## config.mk

```make
export PLATFORM = sky130hd
export DESIGN_NAME = moving_avg_filter
export DESIGN_NICKNAME = d
export VERILOG_FILES = /design/src/rtl/moving_avg_filter.sv
export SDC_FILE = /design/constraint.sdc
export NUM_CORES = 1
export LEC_CHECK = 0
export ABC_AREA = 1
export CAP_MARGIN = 20
export CORE_MARGIN = 2
export CORE_UTILIZATION = 45
export CTS_BUF_LIST = sky130_fd_sc_hd__clkbuf_16
export DETAILED_ROUTE_END_ITERATION = 8
export GPL_ROUTABILITY_DRIVEN = 0
export GPL_TIMING_DRIVEN = 0
export SLEW_MARGIN = 25
export SYNTH_ARGS = -nofsm -noshare
export SYNTH_HDL_FRONTEND = slang
export SYNTH_SLANG_ARGS = --single-unit
```

## constraint.sdc

```tcl
create_clock -name clk -period 4.1 [get_ports clk]
set_clock_uncertainty 0.1 [all_clocks]
set_input_delay 0.82 -clock clk [delete_from_list [all_inputs] [get_ports clk]]
set_output_delay 0.82 -clock clk [all_outputs]
set_load 0.01 [all_outputs]
```

## src/rtl/moving_avg_filter.sv

```systemverilog
// Streaming boxcar filter: running-sum accumulator over a circular sample buffer,
// window 2^k selectable at run time, valid/ready input and single-cycle output strobe.
module moving_avg_filter #(
  parameter int unsigned BIT_WIDTH  = 16,
  parameter int unsigned LOG2_DEPTH = 4,
  parameter bit          SIGNED     = 1'b0
) (
  input  logic                 clk,
  input  logic                 sclr,
  input  logic [2:0]           filt_sel,
  input  logic [BIT_WIDTH-1:0] d,
  input  logic                 d_valid,
  output logic                 in_ready,
  output logic [BIT_WIDTH-1:0] q,
  output logic                 q_valid,
  output logic                 primed
);

  localparam int unsigned Depth = 1 << LOG2_DEPTH;
  localparam int unsigned AccW  = BIT_WIDTH + LOG2_DEPTH;
  localparam int unsigned CntW  = LOG2_DEPTH + 1;
  localparam logic [2:0]  KMax  = 3'(LOG2_DEPTH);

  typedef enum logic [1:0] {StFlush, StFill, StRun} state_e;

  state_e                state_q, state_d;
  logic [2:0]            k_q, k_sel;
  logic [CntW-1:0]       count_q, count_d, n_win;
  logic [LOG2_DEPTH-1:0] wr_ptr_q, rd_ptr;
  logic [AccW-1:0]       acc_q, ext_d, ext_old;
  logic [BIT_WIDTH-1:0]  buf_mem [Depth];
  logic                  accept, full, out_pend_q;

  always_comb begin
    k_sel   = (filt_sel > KMax) ? KMax : filt_sel;
    n_win   = CntW'(1) << k_q;
    full    = (count_q == n_win);
    accept  = d_valid && in_ready;
    // n_win == Depth wraps to 0, which correctly points at the oldest entry
    rd_ptr  = wr_ptr_q - n_win[LOG2_DEPTH-1:0];
    ext_d   = {{LOG2_DEPTH{SIGNED && d[BIT_WIDTH-1]}}, d};
    ext_old = full ? {{LOG2_DEPTH{SIGNED && buf_mem[rd_ptr][BIT_WIDTH-1]}}, buf_mem[rd_ptr]}
                   : '0;
    count_d = full ? count_q : count_q + CntW'(1);
  end

  // State register
  always_ff @(posedge clk or posedge sclr) begin
    if (sclr) begin
      state_q <= StFlush;
    end else begin
      state_q <= state_d;
    end
  end

  // Next-state logic
  always_comb begin
    state_d = state_q;
    unique case (state_q)
      StFlush: state_d = StFill;
      StFill: begin
        if (k_sel != k_q) begin
          state_d = StFlush;
        end else if (accept && (count_d == n_win)) begin
          state_d = StRun;
        end
      end
      StRun: begin
        if (k_sel != k_q) begin
          state_d = StFlush;
        end
      end
      default: state_d = StFlush;
    endcase
  end

  // FSM outputs
  always_comb begin
    in_ready = (state_q != StFlush) && (k_sel == k_q);
    primed   = (state_q == StRun);
  end

  always_ff @(posedge clk or posedge sclr) begin
    if (sclr) begin
      acc_q      <= '0;
      count_q    <= '0;
      wr_ptr_q   <= '0;
      k_q        <= '0;
      q          <= '0;
      q_valid    <= 1'b0;
      out_pend_q <= 1'b0;
    end else begin
      q_valid    <= out_pend_q;
      // k_q cannot change on the edge after an accept, so the slice is still the right one
      if (out_pend_q) begin
        q <= acc_q[k_q +: BIT_WIDTH];
      end
      out_pend_q <= accept && (count_d == n_win);
      if (state_q == StFlush) begin
        acc_q   <= '0;
        count_q <= '0;
        k_q     <= k_sel;
      end else if (accept) begin
        acc_q    <= acc_q + ext_d - ext_old;
        count_q  <= count_d;
        wr_ptr_q <= wr_ptr_q + LOG2_DEPTH'(1);
      end
    end
  end

  // Sample storage carries no reset; stale entries are never read before being overwritten
  always_ff @(posedge clk) begin
    if (accept) begin
      buf_mem[wr_ptr_q] <= d;
    end
  end

endmodule

```

==> implementation parameters <==
Parameter                              Value

Logic synthesis
  Proportion of synthesized flip-flops having asynchronous set or reset ... between 10% and 20%
  Area of the mapped netlist ... ~0.015 mm²
  Number of standard cells after synthesis ... between 1000 and 1500
  Number of synthesized flops with an enable pin ... about 260
  Distinct cells, synth ... between 40 and 50
  Area share of fa/ha/maj cells after synthesis ... under 10%
  Synth Area in XOR/XNOR ... less than 1%
  Primary FF master, synth ... sky130_fd_sc_hd__edfxtp_1
  Combinational family with the most area after synthesis ... simple AND/OR/NAND/NOR gates
  Synthesized flop and latch total ... 308
  Register area share after synthesis ... 60.9%
  Share of the synthesized area in compound gates (AO/OA/AOI/OAI) ... between 10% and 20%
  Simple logic cell fraction of the synthesized area ... approximately 15%
  Yosys Warn Count ... 0
  Multiplexer area fraction after synthesis ... less than 1%
  Mean instance size in the synthesized netlist ... ~10 µm²
  Synth Net Count ... 1485

Timing
  Minimum period implied by the final worst setup slack ... around 4.6 ns
  Unrepaired setup endpoints after global routing ... yes
  Final max-slew violation count ... 0
  Worst Hold Margin ... 0.377 ns
  Final sum of negative setup slack ... -5.80 ns
  Worst max-slew margin expressed relative to the limit ... 36.1%
  Fmax ... about 0.22 GHz
  Final setup margin ... -0.474 ns
  Final critical-path share of the clock period ... 112%
  Tightest Pin Transition ... about 0.96 ns
  Final hold violation count ... 0
  Final Setup Violations ... 17

Clock tree
  Hold-fix buffers at CTS ... 0
  Clk_lat worst skew ... between 0.5 and 0.6 ns
  Register clock-pin slew on the reported worst setup and hold paths ... approximately 0.06 ns
  # clock sinks ... around 300
  Num CTS Buffers ... 35
  TritonCTS clock tree ... yes
  Number of buffers on the longest clock path ... 3
  Root buffer cell ... sky130_fd_sc_hd__clkbuf_16
  H-Tree Depth ... 2

Drt
  Wirelength per Cell ... about 21 µm
  DRT Pass-1 Iters ... 5
  Antenna Violating Nets Remaining ... 0
  Number of DRC violations after detailed routing ... 0
  Total routed wirelength ... 42.0 mm
  DR iter-0 viols ... between 900 and 1000
  Vias after detailed routing ... between 10000 and 15000
  Via count normalized by instance count ... between 5 and 6

Global routing
  Total routing resource utilization after global routing ... around a quarter
  First-pass GRT wire length ... about 64 mm
  Maximum number of pins on one net before global-route repair ... 52
  Initial antenna violation count ... 0
  Total congestion overflow after global routing ... 0
  Number of global-route vias before repair ... roughly 11000

Floorplan
  Chip width ... about 190 µm
  Vertical extent of the die ... about 190 µm
  Die area ... 0.0343 mm²
  Cell row count ... 66
  Core area ... 0.0325 mm²
  Ports placed on the boundary ... between 40 and 50
  Starting utilization of the core area ... a little under half

Final layout
  Most common cell after layout, fill and taps aside ... sky130_fd_sc_hd__nand2_1
  Count of inserted antenna diode cells ... 0
  Area Overhead vs Synth ... 26.1%
  Fill count ... 2723
  Fraction of final layout cells with drive strength greater than 1 ... 24.5%
  Number of nets at the end of the flow ... approximately 1600
  Number of non-filler instances in the completed layout ... 2017
  Fraction of the core area covered by cells at the end of the flow ... 57.4%
  Most frequent cells in the layout ... sky130_fd_sc_hd__nand2_1 (366), sky130_fd_sc_hd__edfxtp_1 (256), sky130_fd_sc_hd__inv_1 (108)

Setup path
  Critical Path Source Type ... register
  Classification of the worst setup path ... reg2reg
  Worst EP required ... ~4.4 ns
  Data arrival time at the worst-slack endpoint ... between 4 and 5 ns
  Highest fanout seen on the critical path ... 6
  Slowest-stage cell, CP ... sky130_fd_sc_hd__fa_2
  Peak per-stage delay on the critical path ... 0.61 ns
  Critical Path End Type ... register

Flow run
  Max-cap viol count ... 0

Status
  Violations in the final reports ... setup timing
  Run status ... finished, violations left

Placed design
  Placed cells ... roughly 1900
  Number of buffers added on ports ... 40
  DP HPWL ... 28.4 mm

Worst hold path
  Path type of the worst min-delay path ... reg2reg
-- cell families (layout without fill, tap and decap cells) --
kind of cell	count (synthesis)	in the layout
buffers and inverters	192	349
adders and majority gates	45	45
AOI/OAI and AO/OA	319	319
xor gates and xnor gates	11	11
and+or+nand+nor	540	540
DFF	308	308
muxes	3	3
-- layer usage --
layer	vias up	part of all wire [%]	GRT usage (%)
li1	5228	-	-
met1	5561	44	36.3
met2	458	46	39.3
met3	55	8.3	4.29
met4	0	1.8	5.59
met5	-	0	0
-- through the flow --
stage | instance area (µm²) | setup WS [ns]
2_1_floorplan | 14800 | -0.0528
3_3_place_gp | 15800 | -1.30
3_5_place_dp | 16100 | -1.28
4_1_cts | 18200 | -0.457
5_1_grt | 18600 | -0.601
6_report | 18600 | -0.474
-- worst max-delay path: cells and delay by family (launching register included) --
family	cells	cell delay, ns
AOI/OAI and AO/OA	9	1.16
buffers and inverters	6	0.64
DFF	1	0.44
and+or+nand+nor	6	0.50
adders and majority gates	4	1.59
-- flip-flops by register name (all words and copies together), names as in the netlist --
name	cells
buf_mem	256
acc_q	20
k_q	3
state_q	2
q	16
wr_ptr_q	4
q_valid	1
out_pend_q	1
count_q	5
-- path summary, 6_finish.rpt --
kind	from	to	slack, ns	cells after the start
max	k_q[1]	acc_q[8]	-0.47	25
min	q[0]	q[0]	0.38	2
max reg2reg	k_q[1]	acc_q[8]	-0.47	25
min reg2reg	q[0]	q[0]	0.38	2
max in group asynchronous	sclr	count_q[1]	3.03	3
min in group asynchronous	sclr	q_valid	0.42	2
-- repair_timing --
action | 4_1_cts | 5_1_grt
pin swaps | 55 | 52
resized for setup | 218 | 104
buffers inserted | 22 | 17
gates cloned | 4 | 0
endpoints found under the hold margin | 0 | 0
setup endpoints to repair | 19 | 19
-- final cells by class --
type                       count  area, µm²  share of cell area (%)
inverter                     121        459                    2.47
multi-input combinational    918       6020                    32.3
clock buffer                  35        876                    4.70
timing repair buffer          98        997                    5.36
buffer                        70        514                    2.76
sequential                   308       8990                    48.3
tap                          442        553                    2.97
clock inverter                25        206                    1.11
-- cell usage after synthesis (3+ instances only) --
cell	instances	area share (%)
sky130_fd_sc_hd__nand3b_1	3	0.15
sky130_fd_sc_hd__ha_1	28	2.4
sky130_fd_sc_hd__mux2i_1	3	0.20
sky130_fd_sc_hd__xor2_1	8	0.47
sky130_fd_sc_hd__nor2_1	63	1.6
sky130_fd_sc_hd__o22a_1	5	0.30
sky130_fd_sc_hd__dfrtp_1	52	8.8
sky130_fd_sc_hd__nand2_1	400	10
sky130_fd_sc_hd__o22ai_1	10	0.42
sky130_fd_sc_hd__nor3_1	6	0.20
sky130_fd_sc_hd__buf_1	6	0.15
sky130_fd_sc_hd__nand2_2	4	0.17
sky130_fd_sc_hd__nand4_1	9	0.38
sky130_fd_sc_hd__fa_1	17	2.3
sky130_fd_sc_hd__clkbuf_1	46	1.2
sky130_fd_sc_hd__a21o_1	4	0.20
sky130_fd_sc_hd__o21ai_0	93	3.2
sky130_fd_sc_hd__buf_2	16	0.54
sky130_fd_sc_hd__a21oi_1	113	3.8
sky130_fd_sc_hd__inv_2	5	0.13
sky130_fd_sc_hd__nand3_1	46	1.6
sky130_fd_sc_hd__o21ai_1	16	0.54
sky130_fd_sc_hd__a32oi_1	32	1.9
sky130_fd_sc_hd__o211ai_1	4	0.20
sky130_fd_sc_hd__nand3_2	3	0.20
sky130_fd_sc_hd__a32o_1	32	2.2
sky130_fd_sc_hd__edfxtp_1	256	52
sky130_fd_sc_hd__inv_1	116	2.9
Power is left out: the tool's default activity adds up to more than one toggle a clock period on the data nets, which glitch-free logic cannot reach.
